===== src/rtl/rect_fill_writer.sv =====
// Rectangle fill producer: latches one fill command, clips it to the visible
// frame and streams one pixel write per handshake in raster order.
module rect_fill_writer #(
    parameter int H_RES = 640,
    parameter int V_RES = 480
) (
    input  logic        clk,
    input  logic        reset_n,
    input  logic        cmd_start,
    input  logic [9:0]  cmd_x,
    input  logic [9:0]  cmd_y,
    input  logic [9:0]  cmd_w,
    input  logic [9:0]  cmd_h,
    input  logic [15:0] cmd_color,
    output logic        cmd_busy,
    output logic        cmd_done,
    output logic        program_valid,
    input  logic        program_ready,
    output logic [9:0]  program_x,
    output logic [9:0]  program_y,
    output logic [15:0] program_data
);
    localparam logic [1:0] S_IDLE = 2'd0;
    localparam logic [1:0] S_CLIP = 2'd1;
    localparam logic [1:0] S_DRAW = 2'd2;
    localparam logic [1:0] S_DONE = 2'd3;

    localparam logic [10:0] H_LIM = 11'(H_RES);
    localparam logic [10:0] V_LIM = 11'(V_RES);

    logic [1:0]  state_q, state_d;
    logic [9:0]  x0_q, x0_d, y0_q, y0_d, w_q, w_d, h_q, h_d;
    logic [9:0]  cur_x_q, cur_x_d, cur_y_q, cur_y_d;
    logic [15:0] color_q, color_d;
    logic [10:0] x_end_q, x_end_d, y_end_q, y_end_d;
    logic [10:0] x_sum, y_sum, x_nxt, y_nxt;
    logic        empty;

    always_comb begin
        // 11-bit sums so origin + size can never wrap before clipping
        x_sum = {1'b0, x0_q} + {1'b0, w_q};
        y_sum = {1'b0, y0_q} + {1'b0, h_q};
        x_nxt = {1'b0, cur_x_q} + 11'd1;
        y_nxt = {1'b0, cur_y_q} + 11'd1;
        empty = (w_q == 10'd0) || (h_q == 10'd0) ||
                ({1'b0, x0_q} >= H_LIM) || ({1'b0, y0_q} >= V_LIM);

        state_d = state_q;
        x0_d    = x0_q;
        y0_d    = y0_q;
        w_d     = w_q;
        h_d     = h_q;
        color_d = color_q;
        cur_x_d = cur_x_q;
        cur_y_d = cur_y_q;
        x_end_d = x_end_q;
        y_end_d = y_end_q;

        case (state_q)
            S_IDLE: begin
                if (cmd_start) begin
                    x0_d    = cmd_x;
                    y0_d    = cmd_y;
                    w_d     = cmd_w;
                    h_d     = cmd_h;
                    color_d = cmd_color;
                    state_d = S_CLIP;
                end
            end
            S_CLIP: begin
                x_end_d = (x_sum > H_LIM) ? H_LIM : x_sum;
                y_end_d = (y_sum > V_LIM) ? V_LIM : y_sum;
                if (empty) begin
                    state_d = S_DONE;
                end else begin
                    cur_x_d = x0_q;
                    cur_y_d = y0_q;
                    state_d = S_DRAW;
                end
            end
            S_DRAW: begin
                if (program_ready) begin
                    if (x_nxt < x_end_q) begin
                        cur_x_d = cur_x_q + 10'd1;
                    end else begin
                        cur_x_d = x0_q;
                        if (y_nxt < y_end_q) cur_y_d = cur_y_q + 10'd1;
                        else                 state_d = S_DONE;
                    end
                end
            end
            S_DONE:  state_d = S_IDLE;
            default: state_d = S_IDLE;
        endcase
    end

    always_ff @(posedge clk) begin
        if (!reset_n) begin
            state_q <= S_IDLE;
            x0_q    <= '0;
            y0_q    <= '0;
            w_q     <= '0;
            h_q     <= '0;
            color_q <= '0;
            cur_x_q <= '0;
            cur_y_q <= '0;
            x_end_q <= '0;
            y_end_q <= '0;
        end else begin
            state_q <= state_d;
            x0_q    <= x0_d;
            y0_q    <= y0_d;
            w_q     <= w_d;
            h_q     <= h_d;
            color_q <= color_d;
            cur_x_q <= cur_x_d;
            cur_y_q <= cur_y_d;
            x_end_q <= x_end_d;
            y_end_q <= y_end_d;
        end
    end

    assign cmd_busy      = (state_q != S_IDLE);
    assign cmd_done      = (state_q == S_DONE);
    assign program_valid = (state_q == S_DRAW);
    assign program_x     = cur_x_q;
    assign program_y     = cur_y_q;
    assign program_data  = color_q;
endmodule


===== config.mk =====
export PLATFORM = sky130hd
export DESIGN_NAME = rect_fill_writer
export DESIGN_NICKNAME = d
export VERILOG_FILES = /design/src/rtl/rect_fill_writer.sv
export SDC_FILE = /design/constraint.sdc
export NUM_CORES = 1
export LEC_CHECK = 0
export CORE_MARGIN = 1.5
export CORE_UTILIZATION = 55
export CTS_CLUSTER_DIAMETER = 30
export DETAILED_ROUTE_END_ITERATION = 6
export DONT_BUFFER_PORTS = 1
export PLACE_DENSITY = 0.7
export REMOVE_ABC_BUFFERS = 1
export SYNTH_ARGS = -nofsm -noshare
export SYNTH_HDL_FRONTEND = slang
export SYNTH_SLANG_ARGS = --single-unit

===== constraint.sdc =====
create_clock -name clk -period 3.35 [get_ports clk]
set_input_delay 0.8375 -clock clk [delete_from_list [all_inputs] [get_ports clk]]
set_output_delay 0.8375 -clock clk [all_outputs]
set_load 0.05 [all_outputs]

==> summary.txt <==
Power and ir drop
  • Switching portion of total power: 45.16%
  • Cell Int Power: 2.397 mW
  • Power share of the combinational group: 44.6%
  • Pwr dens: 715.1 nW/um^2
  • Sequential share of power: 38.6%
  • Pleak: between 2 and 3 nW
  • Net Sw Power: 1.974 mW
  • Clk network pwr share: 16.8%
  • Worst VDD drop: 565.7 uV

Worst setup path
  • CP startpoint: program_x[0]
  • Reg-to-reg startpoint: program_x[0]
  • R2R Path End: program_y[0]
  • CP Capture Point: program_y[0]
  • Critical path type: reg -> reg
  • Worst EP required: 3640 ps
  • Crit Path Max Fanout: 10
  • FF-to-FF setup slack: 180 ps
  • Arrival time worst endpoint: between 3000 and 4000 ps
  • Worst r2r path cells: 11
  • Startpoint Class: register
  • Crit end category: register

STA
  • Fin worst setup slack: 183.2 ps
  • Worst Tran Pin Value: 1080 ps
  • Max_slew headroom: 27.78%
  • Crit share post-route: 94.53%
  • FMAX: 0.3158 GHz
  • Min Clock Period, post-route: 3167 ps
  • RSZ-0062 raised after global routing: no
  • Final setup viols: 0
  • Max Slew Vio Count: 0
  • Worst Skew: 13.01 ps
  • Final hold violation count: 0
  • Sum of negative setup slack: 0 ps

Layout
  • Final net count: 823
  • Fillcell total: 879
  • Max reg flops: 16
  • Non-Filler Instances: 852
  • Share of cells above drive strength 1: 8.901%
  • Post-Layout Inst Area: 6113 sq um
  • Area grow syn2layout: 8.049%
  • N_diodes: 0

Synth
  • Syn Std Cell Area: roughly 5700 sq um
  • Asr flop ratio synth: 0%
  • Number of synthesized flops with an enable pin: 0
  • Sequential cell area fraction in the yosys report: 35.38%
  • Synth Register Bits: 100
  • Ys flop type: dfxtp_1
  • Average size of a mapped cell: 8.003 sq um
  • Netlist cell types: 63
  • YS warnings: 0
  • Gate Count Post-Synth: 707

Detailed routing
  • Wl on met1: 6322 microns
  • Wirelength per Cell: 15.96 microns
  • DRT antenna net count: 0
  • Drt via density: 5.805
  • Iter 0 DRT Violations: 259
  • WL final: 13590 microns
  • Met3 wire length: around 1000 microns
  • Top Metal Used: met4
  • Via count: 4946
  • Post-route DRC: 0
  • WL met2: roughly 6000 microns
  • Drt pass-1 iters: 5

Placement
  • IO Port Bufs: 0
  • DP Worst Slack: 77.70 ps
  • Detailed placer's ending HPWL: ~10000 microns
  • Placed insts: 835
  • GP Congestion: ~0.9
  • Placed Area: between 5000 and 6000 sq um

Global route
  • First-pass GRT wire length: around 22000 microns
  • Number of global-route vias before repair: about 4.7k
  • GRT Util Overall: 25.20%
  • Initial antenna violation count: 0
  • Largest net degree at the start of global routing: 57
  • GRT Residual Overflow: 0

Floorplan
  • Num rows: 36
  • Die height: 104.4 microns
  • Core area: 9864 sq um
  • Die width: 104.4 microns
  • Area of the die: 10900 sq um
  • Starting Density: 57.36%
  • IO Pins: 99

Job
  • Max Cap Viol: 0

CTS
  • Cts hold-fix bufs: 0
  • Clock root buffer: clkbuf_8
  • CTS tree: built
  • Worst-path clk slew: ~110 ps
  • Num CTS Buffers: 9
  • Clk buf depth: 2
  • H-tree Lvls: 3
  • Worst-Skew Late Latency: 380 ps
  • Clock sink count: 100

Hold path
  • Class of the worst hold path: reg -> reg

Status
  • Status: finished, final reports clean
==> per-layer routing <==
metal | vias up | global-route usage (%)
li1 | 2497 | -
met2 | 166 | 39.29
met4 | 0 | 8.631
met3 | 23 | 4.511
met1 | 2260 | 34.97
met5 | - | 0
==> per-stage QoR <==
stage | utilization [%] | power (mW) | hold slack (ps)
after global routing | 61.97 | 4.685 | 477.3
after floorplan | - | 3.122 | 419.8
after detailed placement | 59.86 | 3.622 | 435.7
final | 61.97 | 4.372 | 457.0
after global placement | 59.86 | 3.557 | 440.0
after CTS | 61.71 | 4.355 | 459.7
==> power by group through the flow <==
stage	Sequential (mW)	Combinational [mW]	Clock (mW)
final	1.69	1.95	0.736
after global routing	1.71	2.17	0.801
after CTS	1.68	1.92	0.749
after detailed placement	1.71	1.91	0
after global placement	1.70	1.86	0
after floorplan	1.78	1.34	0
==> worst max-delay path, cell delays in order, from the launching register on <==
cell	delay, ps
dfxtp_1	400
ha_1	240
nand3_1	210
or2_2	390
xnor2_1	140
ha_1	290
nand4_1	90
a21oi_1	120
a211oi_1	80
o31a_1	330
or3_4	510
o41ai_2	280
==> worst min-delay path by stage <==
stage | slack (ps) | start | to | cells after the start
5_1_grt | 480 | y_end_q[9] | y_end_q[9] | 2
4_1_cts | 460 | y_end_q[3] | y_end_q[3] | 2
2_1_floorplan | 420 | x_end_q[5] | x_end_q[5] | 2
3_3_place_gp | 440 | y_end_q[3] | y_end_q[3] | 2
3_5_place_dp | 440 | x_end_q[5] | x_end_q[5] | 2
6_report | 460 | y_end_q[3] | y_end_q[3] | 2
==> cell usage after synthesis, drive strengths merged (4+ instances only) <==
cell | n | share of area [%]
dfxtp | 100 | 35
a22o | 8 | 1.2
or3 | 4 | 0.44
o21a | 8 | 1.1
xnor2 | 19 | 2.9
nor2b | 4 | 0.44
mux2i | 16 | 2.8
o21ai | 22 | 1.9
nor2 | 30 | 2.0
or2 | 9 | 1.0
inv | 36 | 2.4
clkbuf | 26 | 1.7
nand3 | 15 | 1.3
a31oi | 7 | 0.77
a21oi | 78 | 6.9
xor2 | 9 | 1.4
nand2 | 159 | 11
nor4 | 4 | 0.44
a21o | 12 | 1.6
o211ai | 7 | 0.93
nor3 | 12 | 1.3
nand4 | 4 | 0.44
o22ai | 9 | 1.0
ha | 47 | 10
a221oi | 4 | 0.73
a211oi | 6 | 0.97
buf | 6 | 0.51
==> cells in the final DEF, fill, tap and decap left out, types with 13 or more instances in the layout <==
cell and count:
mux2i_1 16, xnor2_1 19, a21oi_1 78, buf_4 27, inv_1 35, nand2_1 158
dfxtp_1 100, nor2_1 30, nand3_1 14, ha_1 47, o21ai_1 13
==> cell type report <==
cell class | count | area (sq um) | share of cell area (%)
Timing Repair Buffer | 28 | 214.0 | 3.500
Sequential cell | 100 | 2002 | 32.75
Clock inverter | 7 | 58.81 | 0.9619
Clock buffer | 9 | 123.9 | 2.026
Inverter | 36 | 135.1 | 2.210
Tap cell | 133 | 166.4 | 2.722
Multi-Input combinational cell | 539 | 3413 | 55.83
==> repair_timing <==
action,4_1_cts,5_1_grt
buffers inserted,0,1
endpoints found under the setup margin,0,22
gates resized for setup,0,5
==> kinds of logic (layout without fill, tap and decap cells) <==
family / count (synthesis) / in the layout / share of synthesized area [%]
compound gates: 188 / 188 / 21.52
mux: 18 / 18 / 3.229
xor+xnor: 28 / 28 / 4.334
simple gates: 256 / 256 / 19.81
fa+ha+maj: 49 / 49 / 11.10
buf+inv: 68 / 80 / 4.622
flops: 100 / 100 / 35.38
No activity file was read; power rests on OpenSTA's default activity.
